**src/rtl/lap_sequencer.sv**
```systemverilog
// Race-level lap controller: synchronizes and debounces the finish-line pattern,
// counts qualified laps against the selected circuit's target and gates driver directions.
module lap_sequencer #(
  parameter int DEBOUNCE_CYCLES = 50000,
  parameter int GAP_CYCLES      = 25000000,
  parameter int CURVE_LAPS      = 10
) (
  input  logic       clk,
  input  logic       rst_n,
  input  logic       start,
  input  logic [1:0] circuit,
  input  logic       senzor_1,
  input  logic       senzor_5,
  input  logic [1:0] dir_req_a,
  input  logic [1:0] dir_req_b,
  output logic [1:0] directie_driverA,
  output logic [1:0] directie_driverB,
  output logic [7:0] count_ture,
  output logic       lap_pulse,
  output logic       running,
  output logic       race_done,
  output logic       stop
);

  // state | meaning
  // IDLE  | race not started, drivers braked, count cleared
  // RUN   | racing, directions pass through, finish pattern being qualified
  // GAP   | lap just counted, crossings ignored until the gap timer expires
  // DONE  | lap target reached, drivers braked, count held
  typedef enum logic [1:0] {
    IDLE = 2'd0,
    RUN  = 2'd1,
    GAP  = 2'd2,
    DONE = 2'd3
  } state_t;

  localparam logic [15:0] DEB_LAST     = 16'(DEBOUNCE_CYCLES - 1);
  localparam logic [25:0] GAP_LAST     = 26'(GAP_CYCLES - 1);
  localparam logic [7:0]  CURVE_TARGET = 8'(CURVE_LAPS);

  state_t      state;
  state_t      state_nx;
  logic [1:0]  sync_1;
  logic [1:0]  sync_5;
  logic        finish;
  logic        abort;
  logic        arm;
  logic        qualify;
  logic        pass_nx;
  logic [15:0] deb_cnt;
  logic [25:0] gap_cnt;
  logic [7:0]  target;
  logic        has_target;
  logic [7:0]  count_next;

  assign finish     = sync_1[1] & sync_5[1];
  assign abort      = (circuit == 2'b00);
  assign arm        = start && !abort && ((state == IDLE) || (state == DONE));
  assign qualify    = (state == RUN) && finish && (deb_cnt == DEB_LAST);
  assign count_next = (count_ture == 8'hFF) ? 8'hFF : count_ture + 8'd1;

  always_comb begin
    state_nx = state;
    case (state)
      IDLE, DONE: if (arm) state_nx = RUN;
      RUN: begin
        if (qualify) state_nx = (has_target && (count_next == target)) ? DONE : GAP;
      end
      GAP: if ((gap_cnt >= GAP_LAST) && !finish) state_nx = RUN;
      default: state_nx = IDLE;
    endcase
    // circuit 00 wins over everything, including a lap qualifying this cycle
    if (abort) state_nx = IDLE;
  end

  // gate with the state being entered so the new gating lands with the state update
  assign pass_nx = (state_nx == RUN) || (state_nx == GAP);

  always_ff @(posedge clk or negedge rst_n) begin
    if (!rst_n) begin
      state            <= IDLE;
      sync_1           <= 2'b00;
      sync_5           <= 2'b00;
      deb_cnt          <= '0;
      gap_cnt          <= '0;
      target           <= '0;
      has_target       <= 1'b0;
      count_ture       <= '0;
      lap_pulse        <= 1'b0;
      directie_driverA <= 2'b00;
      directie_driverB <= 2'b00;
    end else begin
      sync_1    <= {sync_1[0], senzor_1};
      sync_5    <= {sync_5[0], senzor_5};
      state     <= state_nx;
      lap_pulse <= qualify && !abort;

      if (abort || arm) count_ture <= '0;
      else if (qualify) count_ture <= count_next;

      if (arm) begin
        has_target <= (circuit != 2'b11);
        target     <= (circuit == 2'b01) ? 8'd1 : CURVE_TARGET;
      end

      if ((state != RUN) || (state_nx != state) || !finish) deb_cnt <= '0;
      else deb_cnt <= deb_cnt + 16'd1;

      // timer parks at its last value; only the >= compare matters after that
      if ((state != GAP) || (state_nx != state)) gap_cnt <= '0;
      else if (gap_cnt < GAP_LAST) gap_cnt <= gap_cnt + 26'd1;

      directie_driverA <= pass_nx ? dir_req_a : 2'b00;
      directie_driverB <= pass_nx ? dir_req_b : 2'b00;
    end
  end

  assign running   = (state == RUN) || (state == GAP);
  assign race_done = (state == DONE);
  assign stop      = (state == IDLE) || (state == DONE);

endmodule

```
**config.mk**
```make
export PLATFORM = sky130hd
export DESIGN_NAME = lap_sequencer
export DESIGN_NICKNAME = d
export VERILOG_FILES = /design/src/rtl/lap_sequencer.sv
export SDC_FILE = /design/constraint.sdc
export NUM_CORES = 1
export LEC_CHECK = 0
export CAP_MARGIN = 0
export CORE_ASPECT_RATIO = 1.2
export CORE_MARGIN = 10
export CORE_UTILIZATION = 45
export CTS_CLUSTER_SIZE = 24
export DETAILED_ROUTE_END_ITERATION = 10
export SLEW_MARGIN = 20
export SYNTH_ARGS = -nofsm -noshare
export SYNTH_HDL_FRONTEND = slang
export SYNTH_SLANG_ARGS = --single-unit
```
**constraint.sdc**
```tcl
create_clock -name clk -period 6.3 [get_ports clk]
set_input_delay 1.26 -clock clk [delete_from_list [all_inputs] [get_ports clk]]
set_output_delay 1.26 -clock clk [all_outputs]
set_load 0.05 [all_outputs]
```
Word level (Yosys, flattened, before mapping)
Cells that the tools add are included.
{ "word_totals": {"ff_bits": 70, "input_bits": 11, "out_inout_bits": 16, "elab_cells": 66} }
{ "op_classes": {"addsub": 3, "order_cmp": 2, "n_eq_ne": 13, "n_mux": 15, "bitwise_logic": 1, "n_reduce_logical": 21} }
{ "ops": {"columns": ["op", "count"], "rows": [
  ["26-bit two-way mux", 2],
  ["26-bit by 1-bit adder with 26-bit output (second input constant)", 1],
  ["26-bit by 25-bit >= comparator with 1-bit output (second input constant)", 1],
  ["26-bit by 25-bit < comparator with 1-bit output (second input constant)", 1],
  ["8-bit two-way mux", 3],
  ["16-bit by 1-bit adder with 16-bit output (second input constant)", 1],
  ["16-bit == test (second input constant)", 1],
  ["16-bit two-way mux", 1],
  ["2-bit two-way mux", 6],
  ["8-bit by 1-bit adder with 8-bit output (second input constant)", 1],
  ["8-bit == test", 1],
  ["8-bit == test (second input constant)", 1],
  ["1-bit logical AND", 7],
  ["1-bit logical OR", 7],
  ["2-bit by 1-bit == test with 1-bit output (second input constant)", 3],
  ["2-bit == test (second input constant)", 3],
  ["2-bit one-hot mux with 3 select lines", 1],
  ["2-bit logical NOT", 2],
  ["4-bit two-way mux", 1],
  ["2-bit inequality test (second input constant)", 2],
  ["2-bit nonzero test", 2],
  ["1-bit logical NOT", 2],
  ["2-bit by 1-bit inequality test with 1-bit output (second input constant)", 1],
  ["2-bit inequality test", 1],
  ["3 further kinds", 3]
]} }

Logic depth before layout (Yosys ltp)
Gate-level depths: netlist of the first run.
{ "depth": {"depth_word": 12, "mapped_depth": 10, "ltp_nobuf": 9} }

Least setup slack after synthesis of the first run
Ideal clock, no wire load.
{ "synth_path": {"kind": "reg2out", "start": "register state[0]", "end": "output running", "arrival_ns": 1.574, "required_ns": 5.040, "path_slack_ns": 3.466, "path_stages_with_launch": 4, "path_buffers": 0, "cell_sequence": "dfrtp_1 -> inv_1 -> ha_1 -> inv_1"} }
{ "synth_between": {"elab_chain_cells": 2, "word_cells_on_any_way": 3, "classes_between": "eq/ne (2); reduce/logical (1)"} }
{ "synth_lines": {"columns": ["element", "line_no", "rtl"], "rows": [
  ["from (decl)", "41", "state_t state;"],
  ["from (signal assigned)", "95", "state <= state_nx;"],
  ["2-bit by 1-bit == test with 1-bit output / 2-bit == test (equally long branches)", "118", "assign running = (state == RUN) || (state == GAP);"],
  ["1-bit logical OR (*)", "118", null],
  ["to (decl)", "20", "output logic running,"]
]} }
Every way passes the cells marked *; elsewhere a longest branch is shown, timed or not.

Worst setup path after layout of the first run
Ends and elaborated chain as after synthesis.

==> flow_summary_export.csv, run 1 <==
group,metric,value,unit
status,status,"finished clean",
power,power.density,262.2,nW/um^2
power,p_comb_share,19.7,%
setup_path,setup.worst_path.end_class,"output pin",
clocking,cts.sinks,64,
final_layout,drive_gt1_share,10.66,%
final_layout,multi_input_area,1794,sq um
clocking,cts.htree.levels,3,
floorplan,core-area,7664,sq um
route,wl,7.811,mm
global_routing,grtUsageTotal,14.37,%
min_path,holdCritPathClass,"flop to flop",
route,drtIter0Drc,114,
route,vias_per_cell,5.640,
power,leakage,1.603,nW
clocking,cts_inserted_buffers,9,
yosys,synth_area_per_cell,9.600,sq um
sta,min_period_over_period,57.78,%
global_routing,grt_pass1_wl,13.70,mm
clocking,path_clk_slew,70,ps
route,num_vias,2741,
route,dr.pass1.iters,5,
setup_path,worstPathArrival,2380,ps
floorplan,start_util,45.98,%
placement,gp_congestion,0.8782,
final_layout,area_growth,14.52,%
yosys,ys_seq_area_share,45.45,%
clocking,post_cts_resized,0,
yosys,synth_edf_count,0,
power,swShare,30.96,%
power,p_total,1.058,mW
sta,clock.fmax,0.2747,GHz
yosys,synth_cells,367,
floorplan,rows,35,
placement,dp_hpwl,5.352,mm
power,peakVddDrop,153.3,uV
final_layout,antenna_cells,0,
yosys,yosysTopAreaCellShare,45.45,%
placement,port_buffers,26,
route,detail-route-antenna-nets,0,
clocking,cts_setup_buffers,0,
sta,hold_violations,0,
sta,slew_headroom,47.09,%
clocking,ctsHoldBuffers,0,
clocking,root_buffer,"clkbuf_8",
yosys,synth-main-ff-cell,"dfrtp_1",
global_routing,grt_pass1_vias,2819,
yosys,ys_types,59,
floorplan,io_pins,27,
clocking,cts_tree,"yes",
sta,finalSetupViolCount,0,
sta,worst_pin_slew,793.6,ps
yosys,synth_fp_nets,384,
yosys,synthTopCellsByArea,"dfrtp_1 45%, xor2_1 5.7%, nor3_1 5.1%",
final_layout,final_nets,406,
placement,postPlaceCellArea,3815,sq um
route,drc,0,
final_layout,utilization,52.65,%
global_routing,grt_max_degree,65,
global_routing,antenna_found_initial,0,
setup_path,criticalPathCategory,"flop to output pin",
route,wl_per_cell,16.07,um
setup_path,start_kind,"flop",
setup_path,cp.required,5040,ps
sta,period_minus_slack,3640,ps
yosys,synth-seq-cells,64,
job,cap_violations,0,
power,seq_power_share,42.8,%
sta,rsz0062_at_grt,"false",
power,switching_power,0.3275,mW
floorplan,die_w,100.8,um
yosys,yosysTopAreaCell,"dfrtp_1",
yosys,synth_warnings,0,
clocking,clockBufferDepth,2,
floorplan,die_h,116.9,um
final_layout,finish.instance_area,4035,sq um
final_layout,fillCellCount,721,
floorplan,dieArea,11780,sq um
setup_path,cp_max_fo,10,
power,power.internal,0.7304,mW
power,pwr-share-clk,37.5,%
yosys,netlist_area,3523,sq um
sta,drv_slew,0,
sta,tns,0,ps
global_routing,overflow,0,
yosys,async_reset_ff_share,100.0,%
final_layout,seqCellArea,1602,sq um
clocking,clock_latency,340,ps
sta,finClkSkew,8.901,ps
## layout by cell type, fill, tap and decap left out, types with 8 or more instances in the layout
cell,count
and2_1,8
and3_1,11
dfrtp_1,64
nor3_1,36
nand4_1,14
clkbuf_8,9
nand3_1,17
nor2_1,35
clkdlybuf4s50_1,25
nand2_1,28
xnor2_1,15
xor2_1,23
## power by group through the flow
stage / registers (mW) / logic [mW] / clock network [mW]
2_1_floorplan: 0.483 / 0.114 / 0
6_report: 0.453 / 0.208 / 0.397
4_1_cts: 0.453 / 0.211 / 0.408
3_5_place_dp: 0.461 / 0.210 / 0
3_3_place_gp: 0.461 / 0.209 / 0
5_1_grt: 0.457 / 0.228 / 0.425
## critical path: stages, from the launching register on
cell             delay (ps)
dfrtp_1                 520
inv_1                   100
ha_1                    410
inv_1                   170
clkdlybuf4s50_1         830
## layer usage
layer,global-route usage (%),part of all wire [%],up-vias
met5,0,0,-
met4,6.415,2.3,0
met3,3.347,3.5,16
met2,23.67,49,38
met1,17.45,45,1315
li1,-,-,1372
## cells by family after synthesis
| logic type | after synthesis | share of synthesized area, % |
|---|---|---|
| compound gates | 45 | 9.163 |
| simple gates | 187 | 29.62 |
| fa+ha+maj | 6 | 2.131 |
| buf+inv | 25 | 3.622 |
| xor+xnor | 38 | 9.446 |
| mux | 2 | 0.5682 |
| flops | 64 | 45.45 |
## worst paths after layout
kind,slack (ps),endpoint,start,depth (start not counted)
worst min register to register,350,sync_5[1]$_DFF_PN0_,sync_5[0]$_DFF_PN0_,0
min in group asynchronous,1080,deb_cnt[5]$_DFF_PN0_,rst_n,2
worst max-delay path,2660,running,state[0]$_DFF_PN0_,4
max in group asynchronous,4700,count_ture[1]$_DFFE_PN0P_,rst_n,2
worst min-delay path,350,sync_5[1]$_DFF_PN0_,sync_5[0]$_DFF_PN0_,0
worst max register to register,3500,directie_driverA[1]$_DFF_PN0_,state[1]$_DFF_PN0_,9
## Yosys cell counts, types with 2 or more instances
cell type,instances
nor4_2,2
dfrtp_1,64
nor3b_1,2
a21o_2,2
mux2i_1,2
o22ai_1,3
nand2b_1,4
ha_1,6
or2_2,4
xor2_1,23
nor3_2,5
nor4_1,2
inv_1,7
xnor2_1,15
nand4_1,14
a31oi_1,6
a32oi_1,2
and4_1,5
a311oi_1,2
a211oi_1,3
clkbuf_1,9
nand2_1,28
buf_6,2
and3_1,11
a21oi_1,7
and2_1,8
o21ai_0,4
a21oi_2,2
buf_2,4
nor3_1,36
nand3_1,17
nor2_1,35
nor4bb_1,4
and3_2,2
## final cells by class
type	count	share of cell area (%)
tap	92	2.853
sequential	64	39.69
multi-input combinational	278	44.47
timing repair buffer	29	6.884
clock inverter	6	2.295
inverter	7	0.6512
clock buffer	10	3.163
## flip-flops by register name, summed over array words and instances (netlist names)
| signal | flops |
|---|---|
| count_ture | 8 |
| deb_cnt | 16 |
| directie_driverA | 2 |
| directie_driverB | 2 |
| gap_cnt | 26 |
| has_target | 1 |
| lap_pulse | 1 |
| state | 2 |
| sync_1 | 2 |
| sync_5 | 2 |
| target | 2 |
## metrics by stage
step                std cells  setup slack, ps  hold WS, ps
global placement          470             2904        332.6
finish                    486             2660        353.2
floorplan                 367             3466        331.2
CTS                       486             2637        359.4
global route              486             2556        373.1
detailed placement        470             2802        341.8
(Power assumes the default switching activity.)
==> run 2: changes to the inputs <==
Settings changed: PLACE_DENSITY set to 0.67.
Clock period 6.3 ns to 3.25 ns, I/O delays scaled along.
==> run 2 against run 1 <==
- total power increased by 87%
- global-route usage fell by 0.93 points
- clock skew is 1.1 ps higher
- sequential share of layout area increased by 0.099 points
- clock-buffer cell count grew 3
- cell count up 0.21%
- routed wire length is 4.2% lower
- worst setup slack got worse by 2400 ps
- clock power increased by 76%
- cell area down 0.25%
- first-iteration DRC count rose by 16%
- combinational power is 92% higher
- critical path type unchanged
- highest routed layer unchanged
==> flow_summary_export.csv, run 2 (synthesized netlist as in run 1, its figures left out) <==
group,metric,value,unit
clocking,clockBufferDepth,2,
global_routing,grt_pass1_wl,12.90,mm
floorplan,dieArea,11780,sq um
power,peakVddDrop,528.8,uV
sta,hold_ws,310.4,ps
min_path,holdCritPathClass,"input port to asynchronous set/reset pin",
route,wl_met1,3.464,mm
power,leakage,1.606,nW
clocking,cts_inserted_buffers,9,
placement,place_ws,377.9,ps
sta,finalSetupViolCount,0,
floorplan,die_h,116.9,um
final_layout,drive_gt1_share,10.63,%
global_routing,grt_max_degree,38,
final_layout,final_cell_mix,"64 x dfrtp_1, 36 x nor3_1, 35 x nor2_1",
global_routing,grt_pass1_vias,2724,
placement,dp_hpwl,5.210,mm
setup_path,max_stage_delay,820,ps
clocking,ctsHoldBuffers,0,
placement,port_buffers,26,
placement,gp_congestion,0.8464,
power,power.density,490.8,nW/um^2
setup_path,start_kind,"flop",
sta,tns,0,ps
floorplan,rows,35,
setup_path,cp.required,2600,ps
floorplan,core-area,7664,sq um
clocking,cts.htree.levels,3,
sta,worst_pin_slew,1015,ps
route,dr_wl_met2,3.536,mm
clocking,cts_tree,"yes",
setup_path,cp_common_cell,"inv_1",
final_layout,antenna_cells,0,
sta,min_period_over_period,92.21,%
clocking,post_cts_resized,0,
route,wl_per_cell,15.37,um
job,cap_violations,0,
sta,slew_headroom,32.30,%
floorplan,die_w,100.8,um
final_layout,final_nets,407,
status,status,"finished clean",
setup_path,path_cells,"inv_1 -> ha_1 -> inv_1 -> clkdlybuf4s50_1",
global_routing,antenna_found_initial,0,
route,num_vias,2833,
clocking,path_clk_slew,70,ps
final_layout,top_register,"gap_cnt",
global_routing,overflow,0,
setup_path,criticalPathCategory,"flop to output pin",
setup_path,setup.worst_path.end_class,"output pin",
clocking,clock_latency,340,ps
sta,rsz0062_at_grt,"false",
sta,period_minus_slack,2997,ps
route,dr.pass1.iters,4,
route,wl_met3,375,um
clocking,cts_setup_buffers,0,
clocking,root_buffer,"clkbuf_8",
setup_path,worstPathArrival,2350,ps
floorplan,start_util,45.98,%
clocking,cts.sinks,64,
route,wl,7.483,mm
final_layout,area_growth,14.24,%
global_routing,grtUsageTotal,13.44,%
sta,clock.fmax,0.3337,GHz
sta,hold_violations,0,
setup_path,cp_max_fo,10,
route,detail-route-antenna-nets,0,
route,drtIter0Drc,132,
sta,setup_slack,253.2,ps
sta,finClkSkew,10.00,ps
final_layout,reg_top3,"gap_cnt x26, deb_cnt x16, count_ture x8",
route,drc,0,
sta,drv_slew,0,
route,vias_per_cell,5.817,
route,routed.top_layer,"met4",
setup_path,reg2regPathDepth,7,
final_layout,largest_reg_flops,26,
setup_path,cp_slowest_cell,"clkdlybuf4s50_1",
final_layout,final_common_cell,"dfrtp_1",
floorplan,io_pins,27,
-- run 2: where the power goes --
group          total, mW  switching, mW  internal [mW]
Clock              0.697          0.303          0.394
Sequential         0.878         0.0385          0.840
Combinational      0.400          0.259          0.140
-- run 2: per-stage QoR --
step,utilization [%],power (mW),instances,instance area [sq um]
after floorplan,-,1.158,367,3523
after global placement,49.88,1.284,471,3822
after detailed placement,49.88,1.292,471,3822
after CTS,52.47,1.987,487,4021
after global routing,52.52,2.073,487,4025
final,52.52,1.975,487,4025
-- run 2: path summary, 6_finish.rpt --
check / start / slack, ps / endpoint
setup reg to reg: state[0]$_DFF_PN0_ / 390 / gap_cnt[13]$_DFFE_PN0P_
setup / recovery: state[0]$_DFF_PN0_ / 250 / running
max in group asynchronous: rst_n / 2550 / gap_cnt[5]$_DFFE_PN0P_
hold reg to reg: sync_1[0]$_DFF_PN0_ / 360 / sync_1[1]$_DFF_PN0_
min in group clk: sync_1[0]$_DFF_PN0_ / 360 / sync_1[1]$_DFF_PN0_
hold / removal: rst_n / 310 / deb_cnt[9]$_DFF_PN0_
-- run 2: layer usage --
| metal | vias up | GRT usage [%] |
|---|---|---|
| met4 | 0 | 5.566 |
| met5 | - | 0 |
| met1 | 1396 | 17.39 |
| met3 | 7 | 3.523 |
| li1 | 1369 | - |
| met2 | 61 | 20.77 |
-- run 2: critical path: cells and delay by family, from the launching register on --
kind       cells  cell delay [ps]
fa+ha+maj      1              410
flops          1              520
buf+inv        3             1070
-- run 2: layout make-up --
type                       count  area (sq um)
inverter                       7         26.28
clock buffer                  13         158.9
sequential                    64          1602
timing repair buffer          30         285.3
clock inverter                 3         40.04
multi-input combinational    278          1798
tap                           92         115.1
fill                         696          3638
==> run 3: changes to the inputs <==
Settings changed: CELL_PAD_IN_SITES_DETAIL_PLACEMENT set to 1, CELL_PAD_IN_SITES_GLOBAL_PLACEMENT set to 1, HOLD_SLACK_MARGIN set to 0.12, PLACE_DENSITY 0.67 to not set, PLACE_DENSITY_LB_ADDON set to 0.1.
Clock period 3.25 ns to 3.2 ns, I/O delays scaled along.
==> run 3 against run 2 <==
- sequential cell count unchanged
- total power up 5.7%
- global-route usage up 3.1 points
- register-to-register slack better by 80 ps
- cell area up 0.72%
- combinational power up 6.0%
- critical path depth unchanged
- clock skew up 6.3 ps
- routed wire length up 20%
- clock power up 10%
- largest cell class unchanged
==> flow_summary_export.csv, run 3 (synthesized netlist as in run 1, its figures left out) <==
group,metric,value,unit
status,status,"finished clean",
global_routing,grt_pass1_vias,3129,
final_layout,final_common_cell,"dfrtp_1",
floorplan,die_h,116.9,um
route,dr.pass1.iters,4,
power,peakVddDrop,237.2,uV
power,leakage,1.623,nW
final_layout,area_growth,15.06,%
clocking,cts_inserted_buffers,9,
route,vias_per_cell,5.865,
sta,hold_violations,0,
final_layout,seqCellArea,1602,sq um
floorplan,rows,35,
setup_path,setup.worst_path.end_class,"output pin",
final_layout,reg_top3,"gap_cnt x26, deb_cnt x16, count_ture x8",
floorplan,dieArea,11780,sq um
sta,drv_slew,0,
placement,gp_congestion,0.8211,
route,num_vias,2862,
sta,worst_pin_slew,753.1,ps
power,power.density,515.0,nW/um^2
setup_path,criticalPathCategory,"flop to output pin",
global_routing,overflow,0,
floorplan,die_w,100.8,um
final_layout,top_register,"gap_cnt",
sta,finalSetupViolCount,0,
final_layout,fillCellCount,888,
clocking,cts_tree,"yes",
job,cap_violations,0,
global_routing,grt_max_degree,36,
sta,clock.fmax,0.3366,GHz
setup_path,crit_start,"state[0]$_DFF_PN0_",
clocking,cts_setup_buffers,0,
clocking,ctsHoldBuffers,0,
route,detail-route-antenna-nets,0,
setup_path,r2r-start,"count_ture[0]$_DFFE_PN0P_",
floorplan,io_pins,27,
global_routing,antenna_found_initial,0,
clocking,cts.sinks,64,
placement,dpl.cell_count,472,
final_layout,largest_reg_flops,26,
setup_path,start_kind,"flop",
clocking,post_cts_resized,0,
setup_path,worstPathArrival,2330,ps
route,drtIter0Drc,66,
setup_path,cp.required,2560,ps
sta,finClkSkew,16.31,ps
clocking,path_clk_slew,80,ps
route,dr_wl_met2,4.754,mm
sta,tns,0,ps
clocking,clock_latency,350,ps
sta,min_period_over_period,92.84,%
global_routing,grt_pass1_wl,15.74,mm
floorplan,start_util,45.98,%
setup_path,cp_max_fo,10,
final_layout,final_cell_mix,"64 x dfrtp_1, 36 x nor3_1, 35 x nor2_1",
route,wl_met3,263,um
sta,rsz0062_at_grt,"false",
floorplan,core-area,7664,sq um
placement,dp_hpwl,6.225,mm
placement,port_buffers,26,
clocking,root_buffer,"clkbuf_8",
final_layout,final_nets,408,
final_layout,instances_no_fill,488,
final_layout,drive_gt1_share,10.86,%
clocking,cts.htree.levels,3,
setup_path,path_cells,"inv_1 -> ha_1 -> inv_1 -> clkdlybuf4s50_1",
global_routing,grtUsageTotal,16.56,%
route,wl_met1,3.756,mm
route,wl,8.943,mm
route,routed.top_layer,"met4",
final_layout,multi_input_area,1794,sq um
final_layout,antenna_cells,0,
min_path,holdCritPathClass,"input port to asynchronous set/reset pin",
sta,period_minus_slack,2971,ps
sta,slew_headroom,49.79,%
route,wl_per_cell,18.33,um
clocking,clockBufferDepth,2,
route,drc,0,
setup_path,cp_common_cell,"inv_1",
setup_path,cp_slowest_cell,"clkdlybuf4s50_1",
setup_path,max_stage_delay,830,ps
run 3: changes by cell type in the layout (fill, tap and decap cells not counted):
| cell | before | now |
|---|---|---|
| bufinv_16 | 1 | 2 |
| o21bai_1 | 0 | 1 |
| clkinv_4 | 0 | 1 |
| clkbuf_8 | 11 | 9 |
| buf_12 | 0 | 1 |
| clkbuf_1 | 2 | 1 |
| o21bai_2 | 1 | 0 |
| clkinv_2 | 2 | 3 |
run 3: layout make-up:
class	instances	share of cell area, %
repair buffers	31	7.531
flip-flops and latches	64	39.51
multi-input cells	278	44.26
clock buffers	10	3.148
inverters	7	0.6481
well taps	92	2.839
clock inverters	6	2.068
run 3: worst paths after layout:
path / end / slack (ps) / cells past startpoint
setup / recovery: running / 230 / 4
hold / removal: deb_cnt[9]$_DFF_PN0_ / 340 / 1
setup reg to reg: gap_cnt[18]$_DFFE_PN0P_ / 470 / 9
hold reg to reg: sync_5[1]$_DFF_PN0_ / 350 / 0
max in group asynchronous: count_ture[3]$_DFFE_PN0P_ / 2200 / 2
min in group clk: sync_5[1]$_DFF_PN0_ / 350 / 0
run 3: critical path, delay by kind of cell (launching register included):
kind                     cells  cell delay, ps
flip-flops                   1             520
adder cells (fa/ha/maj)      1             390
buffers and inverters        3            1070
run 3: power breakdown:
part	total [mW]	switching, mW	internal, mW
clock	0.770	0.334	0.436
sequential	0.894	0.0413	0.853
combinational	0.424	0.279	0.145
run 3: metal layers:
metal | GRT usage [%] | vias to the layer above
met5 | 0 | -
met4 | 6.132 | 0
met3 | 4.169 | 18
met2 | 28.87 | 40
met1 | 19.07 | 1439
li1 | - | 1365
run 3: through the flow:
stage | power (mW) | worst slack [ps] | hold WS, ps | utilization [%] | instance area, sq um
2_1_floorplan | 1.177 | 610.3 | 331.2 | - | 3523
3_3_place_gp | 1.315 | 630.5 | 332.4 | 50.14 | 3842
3_5_place_dp | 1.328 | 567.9 | 335.6 | 50.14 | 3842
4_1_cts | 2.109 | 212.4 | 351.1 | 52.90 | 4054
5_1_grt | 2.192 | 87.08 | 364.7 | 52.90 | 4054
6_report | 2.088 | 229.2 | 343.0 | 52.90 | 4054
